File: src/rtl/pe_accum_seq.sv
// PE job sequencer: issues beats, tags one flush per job; result captured LATENCY+1 cycles after the tag.
// Command backpressure via 2 result credits; results leave through a valid/ready 2-entry FIFO.
module pe_accum_seq #(
  parameter int LATENCY      = 3,
  parameter int CNT_W        = 16,
  parameter int RESULT_WIDTH = 32
) (
  input  logic                           clock,
  input  logic                           resetn,
  input  logic                           i_cmd_valid,
  output logic                           o_cmd_ready,
  input  logic        [CNT_W-1:0]        i_cmd_beats,
  input  logic                           i_operand_avail,
  output logic                           o_pe_valid,
  output logic                           o_pe_flush,
  input  logic signed [RESULT_WIDTH-1:0] i_pe_result,
  output logic                           o_res_valid,
  input  logic                           i_res_ready,
  output logic        [RESULT_WIDTH-1:0] o_res_data,
  output logic                           o_busy
);

  localparam logic [1:0] MAX_CREDITS = 2'd2;

  typedef enum logic [1:0] {
    IDLE   = 2'd0,
    RUN    = 2'd1,
    FLUSH0 = 2'd2
  } state_t;

  state_t             state_q, state_d;
  logic [CNT_W-1:0]   cnt_q, cnt_d;
  logic [1:0]         credits_q, credits_d;
  logic               en_q;
  logic [LATENCY:0]   tag_pipe_q, tag_pipe_d;

  logic [RESULT_WIDTH-1:0] mem_q [2];
  logic                    wr_ptr_q, wr_ptr_d;
  logic                    rd_ptr_q, rd_ptr_d;
  logic [1:0]              fcnt_q, fcnt_d;

  logic flush_tag;
  logic cmd_acc;
  logic res_pop;
  logic capture;

  // en_q keeps ready low until the first edge after reset release
  assign o_cmd_ready = en_q && (state_q == IDLE) && (credits_q != 2'd0);
  assign cmd_acc     = i_cmd_valid && o_cmd_ready;
  assign res_pop     = o_res_valid && i_res_ready;

  always_comb begin
    state_d    = state_q;
    cnt_d      = cnt_q;
    o_pe_valid = 1'b0;
    flush_tag  = 1'b0;
    case (state_q)
      IDLE: begin
        if (cmd_acc) begin
          cnt_d = i_cmd_beats;
          if (i_cmd_beats != '0) begin
            state_d = RUN;
          end else begin
            state_d = FLUSH0;
          end
        end
      end
      RUN: begin
        if (i_operand_avail) begin
          o_pe_valid = 1'b1;
          cnt_d      = cnt_q - CNT_W'(1);
          if (cnt_q == CNT_W'(1)) begin
            flush_tag = 1'b1;
            state_d   = IDLE;
          end
        end
      end
      FLUSH0: begin
        flush_tag = 1'b1;
        state_d   = IDLE;
      end
      default: state_d = IDLE;
    endcase
  end

  // A credit is held from accept until its result is popped
  always_comb begin
    credits_d = credits_q;
    case ({cmd_acc, res_pop})
      2'b10:   credits_d = credits_q - 2'd1;
      2'b01:   credits_d = (credits_q != MAX_CREDITS) ? credits_q + 2'd1 : credits_q;
      default: credits_d = credits_q;
    endcase
  end

  // Bit LATENCY-1 is the flush strobe; bit LATENCY is the capture slot one cycle later
  assign tag_pipe_d = {tag_pipe_q[LATENCY-1:0], flush_tag};
  assign o_pe_flush = tag_pipe_q[LATENCY-1];
  assign capture    = tag_pipe_q[LATENCY];

  always_comb begin
    wr_ptr_d = capture ? ~wr_ptr_q : wr_ptr_q;
    rd_ptr_d = res_pop ? ~rd_ptr_q : rd_ptr_q;
    fcnt_d   = fcnt_q;
    case ({capture, res_pop})
      2'b10:   fcnt_d = fcnt_q + 2'd1;
      2'b01:   fcnt_d = fcnt_q - 2'd1;
      default: fcnt_d = fcnt_q;
    endcase
  end

  assign o_res_valid = (fcnt_q != 2'd0);
  assign o_res_data  = mem_q[rd_ptr_q];
  assign o_busy      = (state_q != IDLE) || (|tag_pipe_q) || o_res_valid;

  always_ff @(posedge clock or negedge resetn) begin
    if (!resetn) begin
      state_q    <= IDLE;
      cnt_q      <= '0;
      credits_q  <= MAX_CREDITS;
      en_q       <= 1'b0;
      tag_pipe_q <= '0;
      wr_ptr_q   <= 1'b0;
      rd_ptr_q   <= 1'b0;
      fcnt_q     <= 2'd0;
      mem_q[0]   <= '0;
      mem_q[1]   <= '0;
    end else begin
      state_q    <= state_d;
      cnt_q      <= cnt_d;
      credits_q  <= credits_d;
      en_q       <= 1'b1;
      tag_pipe_q <= tag_pipe_d;
      wr_ptr_q   <= wr_ptr_d;
      rd_ptr_q   <= rd_ptr_d;
      fcnt_q     <= fcnt_d;
      // Credit reservation guarantees a free slot, so the write is unconditional
      if (capture) begin
        mem_q[wr_ptr_q] <= i_pe_result;
      end
    end
  end

endmodule

File: config.mk
export PLATFORM = sky130hd
export DESIGN_NAME = pe_accum_seq
export DESIGN_NICKNAME = d
export VERILOG_FILES = /design/src/rtl/pe_accum_seq.sv
export SDC_FILE = /design/constraint.sdc
export NUM_CORES = 1
export LEC_CHECK = 0
export ABC_AREA = 1
export CAP_MARGIN = 40
export CORE_UTILIZATION = 56
export CTS_CLUSTER_SIZE = 20
export DETAILED_ROUTE_END_ITERATION = 10
export GPL_ROUTABILITY_DRIVEN = 1
export GPL_TIMING_DRIVEN = 1
export HOLD_SLACK_MARGIN = 0.12
export PLACE_DENSITY = 0.85
export SLEW_MARGIN = 20
export SYNTH_ARGS = -nofsm -noshare
export SYNTH_HDL_FRONTEND = slang
export SYNTH_SLANG_ARGS = --single-unit
File: constraint.sdc
create_clock -name clock -period 4.02 [get_ports clock]
set_input_delay 0.804 -clock clock [delete_from_list [all_inputs] [get_ports clock]]
set_output_delay 0.804 -clock clock [all_outputs]
set_load 0.01 [all_outputs]
==> results.sh, run 1 <==
export IMPL_synth_simple_area_share_pct=30.2
export IMPL_cts_tree="yes"
export IMPL_power_frac_comb_pct=47.4
export IMPL_post_cts_buffers=0
export IMPL_gp_congestion=0.871
export IMPL_post_cts_resized=0
export IMPL_p_leak_nw=3.12
export IMPL_max_slew_margin_pct=63.2
export IMPL_wl_per_cell_um=12.7
export IMPL_outcome="complete, no violations"
export IMPL_drc=0
export IMPL_netSwitchingFraction_pct=40.3
export IMPL_seqCellArea_sq_um=2330
export IMPL_finalCriticalPeriod_ns=2.79
export IMPL_drtAntennaViolNets=0
export IMPL_nets=777
export IMPL_vias=4230
export IMPL_num_fill_cells=612
export IMPL_yosys_area_share_adder_pct=1.61
export IMPL_hpwl_um=7050
export IMPL_fin_area_sq_um=5860
export IMPL_grt_max_degree=70
export IMPL_total_power_w=0.00344
export IMPL_avgSynthCellArea_sq_um=7.33
export IMPL_clk_pin_slew_ns=0.09
export IMPL_synthArstFlopShare_pct=100
export IMPL_n_antenna_cell=0
export IMPL_fin_crit_sh_pct=69.3
export IMPL_worst_path_max_fanout=4
export IMPL_die_area_sq_um=8720
export IMPL_ys_warn_count=0
export IMPL_hold_buffers=0
export IMPL_initial_core_util_pct=59.3
export IMPL_ios=90
export IMPL_setup_tns_ns=0
export IMPL_detail_route_iter0_violations=189
export IMPL_ys_seq_area_share_pct=49.8
export IMPL_synth_compound_area_share_pct=9.58
export IMPL_final_hold_viol_count=0
export IMPL_tightest_slew_ns=0.552
export IMPL_crit_path_top_delay_cell="clkdlybuf4s50_1"
export IMPL_grt_use_total_pct=25.4
export IMPL_postSynthNetCount=697
export IMPL_area_delta_synth_final_pct=25.3
export IMPL_syn_area_sq_um=4680
export IMPL_path_class="flip-flop to output pin"
export IMPL_portBuffers=89
export IMPL_ff2ff_path_depth=10
export IMPL_multiInputGateArea_sq_um=1970
export IMPL_hold_path_class="primary input to asynchronous set/reset pin"
export IMPL_p_clk_share_pct=18.7
export IMPL_die_x_um=93.4
export IMPL_crit_family="buffers and inverters"
export IMPL_rsz0062_at_grt="false"
export IMPL_skew_ns=0.00812
export IMPL_placed_area_sq_um=5630
export IMPL_std_cell_rows=32
export IMPL_synth_top_family_by_area="simple AND/OR/NAND/NOR gates"
export IMPL_start_kind="flip-flop"
export IMPL_synth_edff_count=0
export IMPL_cp_num_buf_inv=3
export IMPL_clockRootBuffer="clkbuf_8"
export IMPL_synth_seq_cells=93
export IMPL_crit_path_max_incr_delay_ns=0.47
export IMPL_synth_xor_area_share_pct=0.562
export IMPL_grt_pass1_wl_um=17500
export IMPL_die_h_um=93.4
export IMPL_synthMuxAreaShare_pct=0
export IMPL_switching_power_w=0.00139
export IMPL_yosysUniqueCellTypes=33
export IMPL_crit_required_ns=3.22
export IMPL_reg2reg_to="cnt_q[1]"
export IMPL_max_cap_violations=0
export IMPL_path_cells="inv_1, ha_1, inv_1, nor3_1, nand2_1, clkdlybuf4s50_1"
export IMPL_viasPerCell=5.13
export IMPL_layout_common_cells="nand2_1 (267), dfrtp_1 (92), clkdlybuf4s50_1 (88)"
export IMPL_routed_wl_um=10500
export IMPL_synth_flop_cell="dfrtp_1"
export IMPL_clockBufferDepth=2
export IMPL_p_seq_share_pct=34.0
export IMPL_core_sq_um=7890
export IMPL_r2r_start="state_q[1]"
export IMPL_critPathCaptureType="output pin"
export IMPL_cts_sinks=93
export IMPL_drive_gt1_share_pct=5.53
export IMPL_peakVddDrop_mv=0.321
export IMPL_p_per_area_nw_per_um2=587
export IMPL_cp_arrival_ns=1.98
export IMPL_slew_violations=0
export IMPL_synthCells=638
export IMPL_p_int_w=0.00205
export IMPL_antenna_found_initial=0
export IMPL_final_common_cell="nand2_1"
export IMPL_rrSetupSlack_ns=1.88
export IMPL_max_freq_mhz=359
export IMPL_grt_pass1_vias=4012
export IMPL_htree_levels=3
export IMPL_overflow=0
export IMPL_setup_viol=0
export IMPL_cpMostUsedCell="inv_1"
export IMPL_clk_latency_ns=0.36
export IMPL_dr_pass1_iters=6
export IMPL_cts_made_buffers=9
## kinds of logic (layout without fill, tap and decap cells)
kind of cell,after synthesis,count (layout)
other,1,1
AOI/OAI and AO/OA,87,87
DFF,93,93
xor gates and xnor gates,3,3
adders and majority gates,6,6
buffers and inverters,92,177
and+or+nand+nor,356,356
## metal layers
layer,up-vias,wire [um],global-route usage [%]
li1,2118,-,-
met1,1942,4560,33.3
met2,148,5110,42.1
met3,22,634,4.07
met4,0,202,10.5
met5,-,0,0
## synthesized netlist by cell type (3+ instances only)
cell type / number / area share [%]
nand2_1: 268 / 22
dfrtp_1: 92 / 49
inv_1: 60 / 4.8
nor2_1: 54 / 4.3
o21ai_0: 52 / 5.6
o21ai_1: 25 / 2.7
nand3_1: 21 / 2.2
clkbuf_1: 16 / 1.3
buf_2: 7 / 0.75
a21oi_1: 6 / 0.64
ha_1: 6 / 1.6
inv_2: 3 / 0.24
nor3_1: 3 / 0.32
## per-stage QoR
stage / utilization (%) / hold slack (ns) / setup WS, ns / instances
floorplan: - / 0.355 / 2.07 / 638
global placement: 70.9 / 0.364 / 1.25 / 806
detailed placement: 71.4 / 0.367 / 1.23 / 808
CTS: 74.0 / 0.387 / 1.21 / 824
global route: 74.3 / 0.288 / 1.13 / 825
finish: 74.3 / 0.288 / 1.23 / 825
## how the worst max path moves through the flow
stage | start | endpoint | slack (ns) | cells after the start
CTS | state_q[1] | o_busy | 1.21 | 6
global placement | i_operand_avail | o_pe_valid | 1.25 | 4
global route | state_q[1] | o_busy | 1.13 | 6
detailed placement | i_operand_avail | o_pe_valid | 1.23 | 4
floorplan | state_q[1] | o_pe_valid | 2.07 | 6
finish | state_q[0] | o_busy | 1.23 | 6
## state kept, by name (all words and copies together) (netlist names)
name,flops
cnt_q,16
credits_q,2
en_q,1
fcnt_q,2
mem_q,64
rd_ptr_q,1
state_q,2
tag_pipe_q,4
wr_ptr_q,1
## power groups by stage
stage               clock, W  combinational (W)  sequential [W]
finish              0.000643            0.00163         0.00117
detailed placement         0            0.00162         0.00118
global route        0.000694            0.00183         0.00118
global placement           0            0.00158         0.00118
floorplan                  0            0.00102         0.00115
CTS                 0.000656            0.00163         0.00116
## area by class of cell
class                   count  area share [%]
inverters                  65            4.20
clock inverters             6            1.15
well taps                 102            2.18
clock buffers              10            2.35
flip-flops and latches     93            39.7
multi-input cells         453            33.6
repair buffers             96            16.8
No activity file was read; power rests on OpenSTA's default activity.
==> run 2: changes to the inputs <==
CORE_UTILIZATION = 47   (was 56)
PLACE_DENSITY = 0.76   (was 0.85)
clock period = 2.5 ns   (was 4.02 ns; I/O delays follow)
==> run 2 against run 1 <==
Critical path depth is 1 lower. Count of clock-buffer cells in the layout is 2 higher. Worst setup slack worse by 1.1 ns. Largest cell class unchanged.
==> results.sh, run 2 (synthesized netlist as in run 1, its figures left out) <==
export IMPL_max_slew_margin_pct=64.6
export IMPL_final_cells=859
export IMPL_setup_tns_ns=0
export IMPL_peakVddDrop_mv=0.474
export IMPL_clk_pin_slew_ns=0.09
export IMPL_slew_violations=0
export IMPL_crit_required_ns=2.00
export IMPL_path_class="flip-flop to output pin"
export IMPL_die_x_um=102
export IMPL_placed_area_sq_um=5700
export IMPL_cts_made_buffers=9
export IMPL_drc=0
export IMPL_start_kind="flip-flop"
export IMPL_final_hold_viol_count=0
export IMPL_area_delta_synth_final_pct=26.3
export IMPL_drive_gt1_share_pct=5.92
export IMPL_n_antenna_cell=0
export IMPL_hpwl_um=7300
export IMPL_fin_area_sq_um=5910
export IMPL_die_area_sq_um=10400
export IMPL_ios=90
export IMPL_largest_register="mem_q"
export IMPL_grt_pass1_wl_um=17500
export IMPL_setup_viol=0
export IMPL_grt_max_degree=49
export IMPL_htree_levels=3
export IMPL_critPathCapture="o_cmd_ready"
export IMPL_largestRegisters="mem_q x64, cnt_q x16, tag_pipe_q x4"
export IMPL_clockRootBuffer="clkbuf_8"
export IMPL_portBuffers=89
export IMPL_final_common_cell="nand2_1"
export IMPL_post_cts_buffers=0
export IMPL_placed_cells=842
export IMPL_routed_wl_um=10300
export IMPL_core_sq_um=9730
export IMPL_viasPerCell=4.87
export IMPL_dr_pass1_iters=5
export IMPL_gp_congestion=0.873
export IMPL_largest_register_ffs=64
export IMPL_r2r_start="state_q[1]"
export IMPL_startpoint="state_q[1]"
export IMPL_drtAntennaViolNets=0
export IMPL_grt_use_total_pct=21.6
export IMPL_overflow=0
export IMPL_die_h_um=102
export IMPL_initial_core_util_pct=48.1
export IMPL_rrSetupSlack_ns=0.40
export IMPL_ff2ff_path_depth=9
export IMPL_p_per_area_nw_per_um2=923
export IMPL_clk_latency_ns=0.35
export IMPL_fin_crit_sh_pct=95.3
export IMPL_tightest_slew_ns=0.531
export IMPL_finalCriticalPeriod_ns=2.38
export IMPL_nets=780
export IMPL_hold_path_class="flip-flop to flip-flop"
export IMPL_clockBufferDepth=2
export IMPL_cts_tree="yes"
export IMPL_p_leak_nw=3.12
export IMPL_worst_path_max_fanout=4
export IMPL_cp_arrival_ns=1.88
export IMPL_layout_common_cells="nand2_1 (267), dfrtp_1 (92), clkdlybuf4s50_1 (88)"
export IMPL_reg2reg_to="cnt_q[6]"
export IMPL_cts_sinks=93
export IMPL_vias=4182
export IMPL_rsz0062_at_grt="false"
export IMPL_grt_pass1_vias=3991
export IMPL_max_freq_mhz=420
export IMPL_wl_per_cell_um=12.0
export IMPL_detail_route_iter0_violations=137
export IMPL_critPathCaptureType="output pin"
export IMPL_skew_ns=0.00548
export IMPL_outcome="complete, no violations"
export IMPL_max_cap_violations=0
export IMPL_antenna_found_initial=0
export IMPL_std_cell_rows=36
[run 2: cell types whose count changed in the layout (fill, tap and decap cells not counted), sizes merged]
cell / previous run / this run
inv: 66 / 64
clkbuf: 10 / 12
bufinv: 1 / 0
dlygate4sd3: 0 / 1
clkinv: 2 / 4
clkinvlp: 2 / 1
buf: 8 / 10
[run 2: final cells by class]
type                            count  area, sq um
Fill cell                         894         3820
Sequential cell                    93         2330
Multi-Input combinational cell    453         1980
Timing Repair Buffer               99         1010
Inverter                           65          246
Tap cell                          133          166
Clock buffer                       12          155
Clock inverter                      4         22.5
[run 2: stage by stage]
stage	util [%]	setup WS, ns	hold slack, ns	power, W
global route	60.7	0.00124	0.399	0.00591
finish	60.7	0.117	0.389	0.00545
global placement	58.4	0.346	0.362	0.00449
CTS	60.5	0.00364	0.391	0.00548
floorplan	-	0.850	0.204	0.00349
detailed placement	58.6	0.329	0.369	0.00455
[run 2: critical path: stages, from the launching register on]
cell	delay [ns]
dfrtp_1	0.40
inv_1	0.12
ha_4	0.17
nand2_1	0.05
a21oi_1	0.20
clkdlybuf4s50_1	0.58
[run 2: worst min-delay path by stage]
stage               endpoint          start  cells past startpoint  slack (ns)
3_5_place_dp   tag_pipe_q[2]  tag_pipe_q[1]                      0        0.37
4_1_cts        tag_pipe_q[1]  tag_pipe_q[0]                      0        0.39
3_3_place_gp   tag_pipe_q[2]  tag_pipe_q[1]                      0        0.36
6_report       tag_pipe_q[1]  tag_pipe_q[0]                      0        0.39
5_1_grt        tag_pipe_q[1]  tag_pipe_q[0]                      0        0.40
2_1_floorplan       cnt_q[0]         resetn                      0        0.20
[run 2: report_power, final]
part           total (W)  switching (W)  internal [W]  leakage [nW]
clock           0.000914       0.000503      0.000412        0.0921
sequential       0.00189       0.000186       0.00170         0.923
combinational    0.00265        0.00149       0.00116          2.11
total            0.00545        0.00218       0.00327          3.12
[run 2: what timing repair did]
action,4_1_cts,5_1_grt
resized for setup,0,4
endpoints found under the hold margin,4,0
hold buffers,1,0
endpoints found under the setup margin,0,25
[run 2: per-layer routing]
layer | share of wire, % | vias up | wire length (um) | GRT usage (%)
met4 | 1.6 | 0 | 165 | 8.14
met5 | 0 | - | 0 | 0
met3 | 6.0 | 14 | 615 | 4.69
li1 | - | 2126 | - | -
met2 | 47 | 121 | 4900 | 37.0
met1 | 45 | 1921 | 4640 | 26.7
==> run 3: changes to the inputs <==
CORE_UTILIZATION = 30   (was 47)
PLACE_DENSITY = default   (was 0.76)
==> run 3 against run 2 <==
Design area up 3.2%. Wire length up 6.8%. Via count shrank 2.0%. Non-clock buffer count unchanged. First-iteration DRC count rose by 77%. Fmax is 1.2% higher. Utilization down 21 points. Flip-flop and latch count did not move. Critical path depth is 1 higher. Global-route usage down 6.9 points. Clock power grew 52%. Total power is 8.8% higher. Highest routed layer unchanged.
==> results.sh, run 3 (synthesized netlist as in run 1, its figures left out) <==
export IMPL_outcome="complete, no violations"
export IMPL_clockBufferDepth=2
export IMPL_largest_register="mem_q"
export IMPL_cp_arrival_ns=1.85
export IMPL_hold_path_class="flip-flop to flip-flop"
export IMPL_grt_pass1_vias=3896
export IMPL_portBuffers=89
export IMPL_slew_violations=0
export IMPL_fin_area_sq_um=6090
export IMPL_grt_use_total_pct=14.7
export IMPL_nets=780
export IMPL_finalCriticalPeriod_ns=2.35
export IMPL_largest_register_ffs=64
export IMPL_drc=0
export IMPL_detail_route_iter0_violations=242
export IMPL_cts_tree="yes"
export IMPL_vias=4097
export IMPL_fin_crit_sh_pct=94.2
export IMPL_routed_wl_um=11000
export IMPL_core_sq_um=15200
export IMPL_n_antenna_cell=0
export IMPL_grt_pass1_wl_um=18700
export IMPL_p_leak_nw=3.17
export IMPL_switching_power_w=0.00230
export IMPL_p_per_area_nw_per_um2=974
export IMPL_final_hold_viol_count=0
export IMPL_cts_sinks=93
export IMPL_post_cts_buffers=0
export IMPL_wl_per_cell_um=12.1
export IMPL_skew_ns=0.00653
export IMPL_path_class="flip-flop to output pin"
export IMPL_cpMostUsedCell="inv_1"
export IMPL_max_cap_violations=0
export IMPL_final_common_cell="nand2_1"
export IMPL_area_delta_synth_final_pct=30.3
export IMPL_max_slew_margin_pct=63.5
export IMPL_crit_path_top_delay_cell="clkdlybuf4s50_1"
export IMPL_dr_pass1_iters=4
export IMPL_crit_path_max_incr_delay_ns=0.48
export IMPL_dr_wl_met2_um=4860
export IMPL_path_cells="inv_1, ha_4, inv_1, nor3_1, nand2_1, clkdlybuf4s50_1"
export IMPL_peakVddDrop_mv=0.386
export IMPL_initial_core_util_pct=30.8
export IMPL_crit_required_ns=2.00
export IMPL_ios=90
export IMPL_cts_made_buffers=9
export IMPL_met1_length_um=5430
export IMPL_placed_area_sq_um=5770
export IMPL_hpwl_um=7630
export IMPL_gp_congestion=0.815
export IMPL_htree_levels=3
export IMPL_clk_latency_ns=0.35
export IMPL_start_kind="flip-flop"
export IMPL_layout_common_cells="nand2_1 (267), dfrtp_1 (92), clkdlybuf4s50_1 (88)"
export IMPL_largestRegisters="mem_q x64, cnt_q x16, tag_pipe_q x4"
export IMPL_p_int_w=0.00364
export IMPL_die_area_sq_um=16100
export IMPL_critPathCaptureType="output pin"
export IMPL_std_cell_rows=45
export IMPL_overflow=0
export IMPL_clockRootBuffer="clkbuf_16"
export IMPL_p_seq_share_pct=31.6
export IMPL_p_clk_share_pct=23.5
export IMPL_setup_viol=0
export IMPL_drtAntennaViolNets=0
export IMPL_drive_gt1_share_pct=5.92
export IMPL_clk_pin_slew_ns=0.07
export IMPL_top_layer_used="met4"
export IMPL_viasPerCell=4.48
export IMPL_setup_tns_ns=0
export IMPL_antenna_found_initial=0
export IMPL_power_frac_comb_pct=44.9
export IMPL_wl_met3_um=527
export IMPL_grt_max_degree=56
export IMPL_rsz0062_at_grt="false"
export IMPL_tightest_slew_ns=0.545
export IMPL_netSwitchingFraction_pct=38.7
export IMPL_max_freq_mhz=425
export IMPL_die_x_um=127
export IMPL_worst_path_max_fanout=4
export IMPL_die_h_um=127
## run 3: changes by cell type in the layout (fill, tap and decap cells not counted), sizes merged
cell | before | now
bufinv | 0 | 1
clkbuf | 12 | 9
inv | 64 | 66
## run 3: metrics by stage
stage / total power [W] / setup WS, ns / instances / util [%] / hold WS (ns)
2_1_floorplan: 0.00349 / 0.850 / 638 / - / 0.204
3_3_place_gp: 0.00457 / 0.343 / 897 / 38.0 / 0.359
3_5_place_dp: 0.00458 / 0.300 / 897 / 38.0 / 0.371
4_1_cts: 0.00599 / 0.00127 / 914 / 40.0 / 0.378
5_1_grt: 0.00641 / 0.0296 / 914 / 40.1 / 0.391
6_report: 0.00594 / 0.145 / 914 / 40.1 / 0.387
## run 3: cell type report
class                   instances  area [sq um]
well taps                     188           235
clock inverters                 7          73.8
inverters                      65           246
repair buffers                 99          1000
fillers                      1584          9110
flip-flops and latches         93          2330
multi-input cells             453          1980
clock buffers                   9           225
## run 3: per-layer routing
metal / vias up / track usage, %
met3: 14 / 2.49
met5: - / 0
met4: 0 / 6.09
li1: 2132 / -
met1: 1851 / 19.8
met2: 100 / 23.3
## run 3: worst paths after layout
kind,start,endpoint,slack (ns),cells after the start
worst max-delay path,state_q[0],o_busy,0.15,6
worst min-delay path,tag_pipe_q[0],tag_pipe_q[1],0.39,0
worst max register to register,state_q[1],cnt_q[14],0.66,10
worst min register to register,tag_pipe_q[0],tag_pipe_q[1],0.39,0
max in group asynchronous,resetn,credits_q[1],1.12,3
min in group asynchronous,resetn,mem_q[38],0.65,2
## run 3: power by group through the flow
| stage | clock (W) | combinational, W | sequential (W) |
|---|---|---|---|
| 2_1_floorplan | 0 | 0.00164 | 0.00185 |
| 3_3_place_gp | 0 | 0.00267 | 0.00190 |
| 3_5_place_dp | 0 | 0.00268 | 0.00190 |
| 4_1_cts | 0.00143 | 0.00268 | 0.00187 |
| 5_1_grt | 0.00149 | 0.00301 | 0.00191 |
| 6_report | 0.00139 | 0.00267 | 0.00188 |
## run 3: critical path, delay by kind of cell (launching register included)
| family | cells | cell delay [ns] |
|---|---|---|
| DFF | 1 | 0.40 |
| buffers and inverters | 3 | 0.69 |
| and+or+nand+nor | 2 | 0.25 |
| adders and majority gates | 1 | 0.18 |
## run 3: what timing repair did
| action | in CTS | in global routing |
|---|---|---|
| endpoints found under the setup margin | 0 | 2 |
| resized for setup | 0 | 2 |
| hold endpoints to repair | 30 | 0 |
| hold buffers | 1 | 0 |
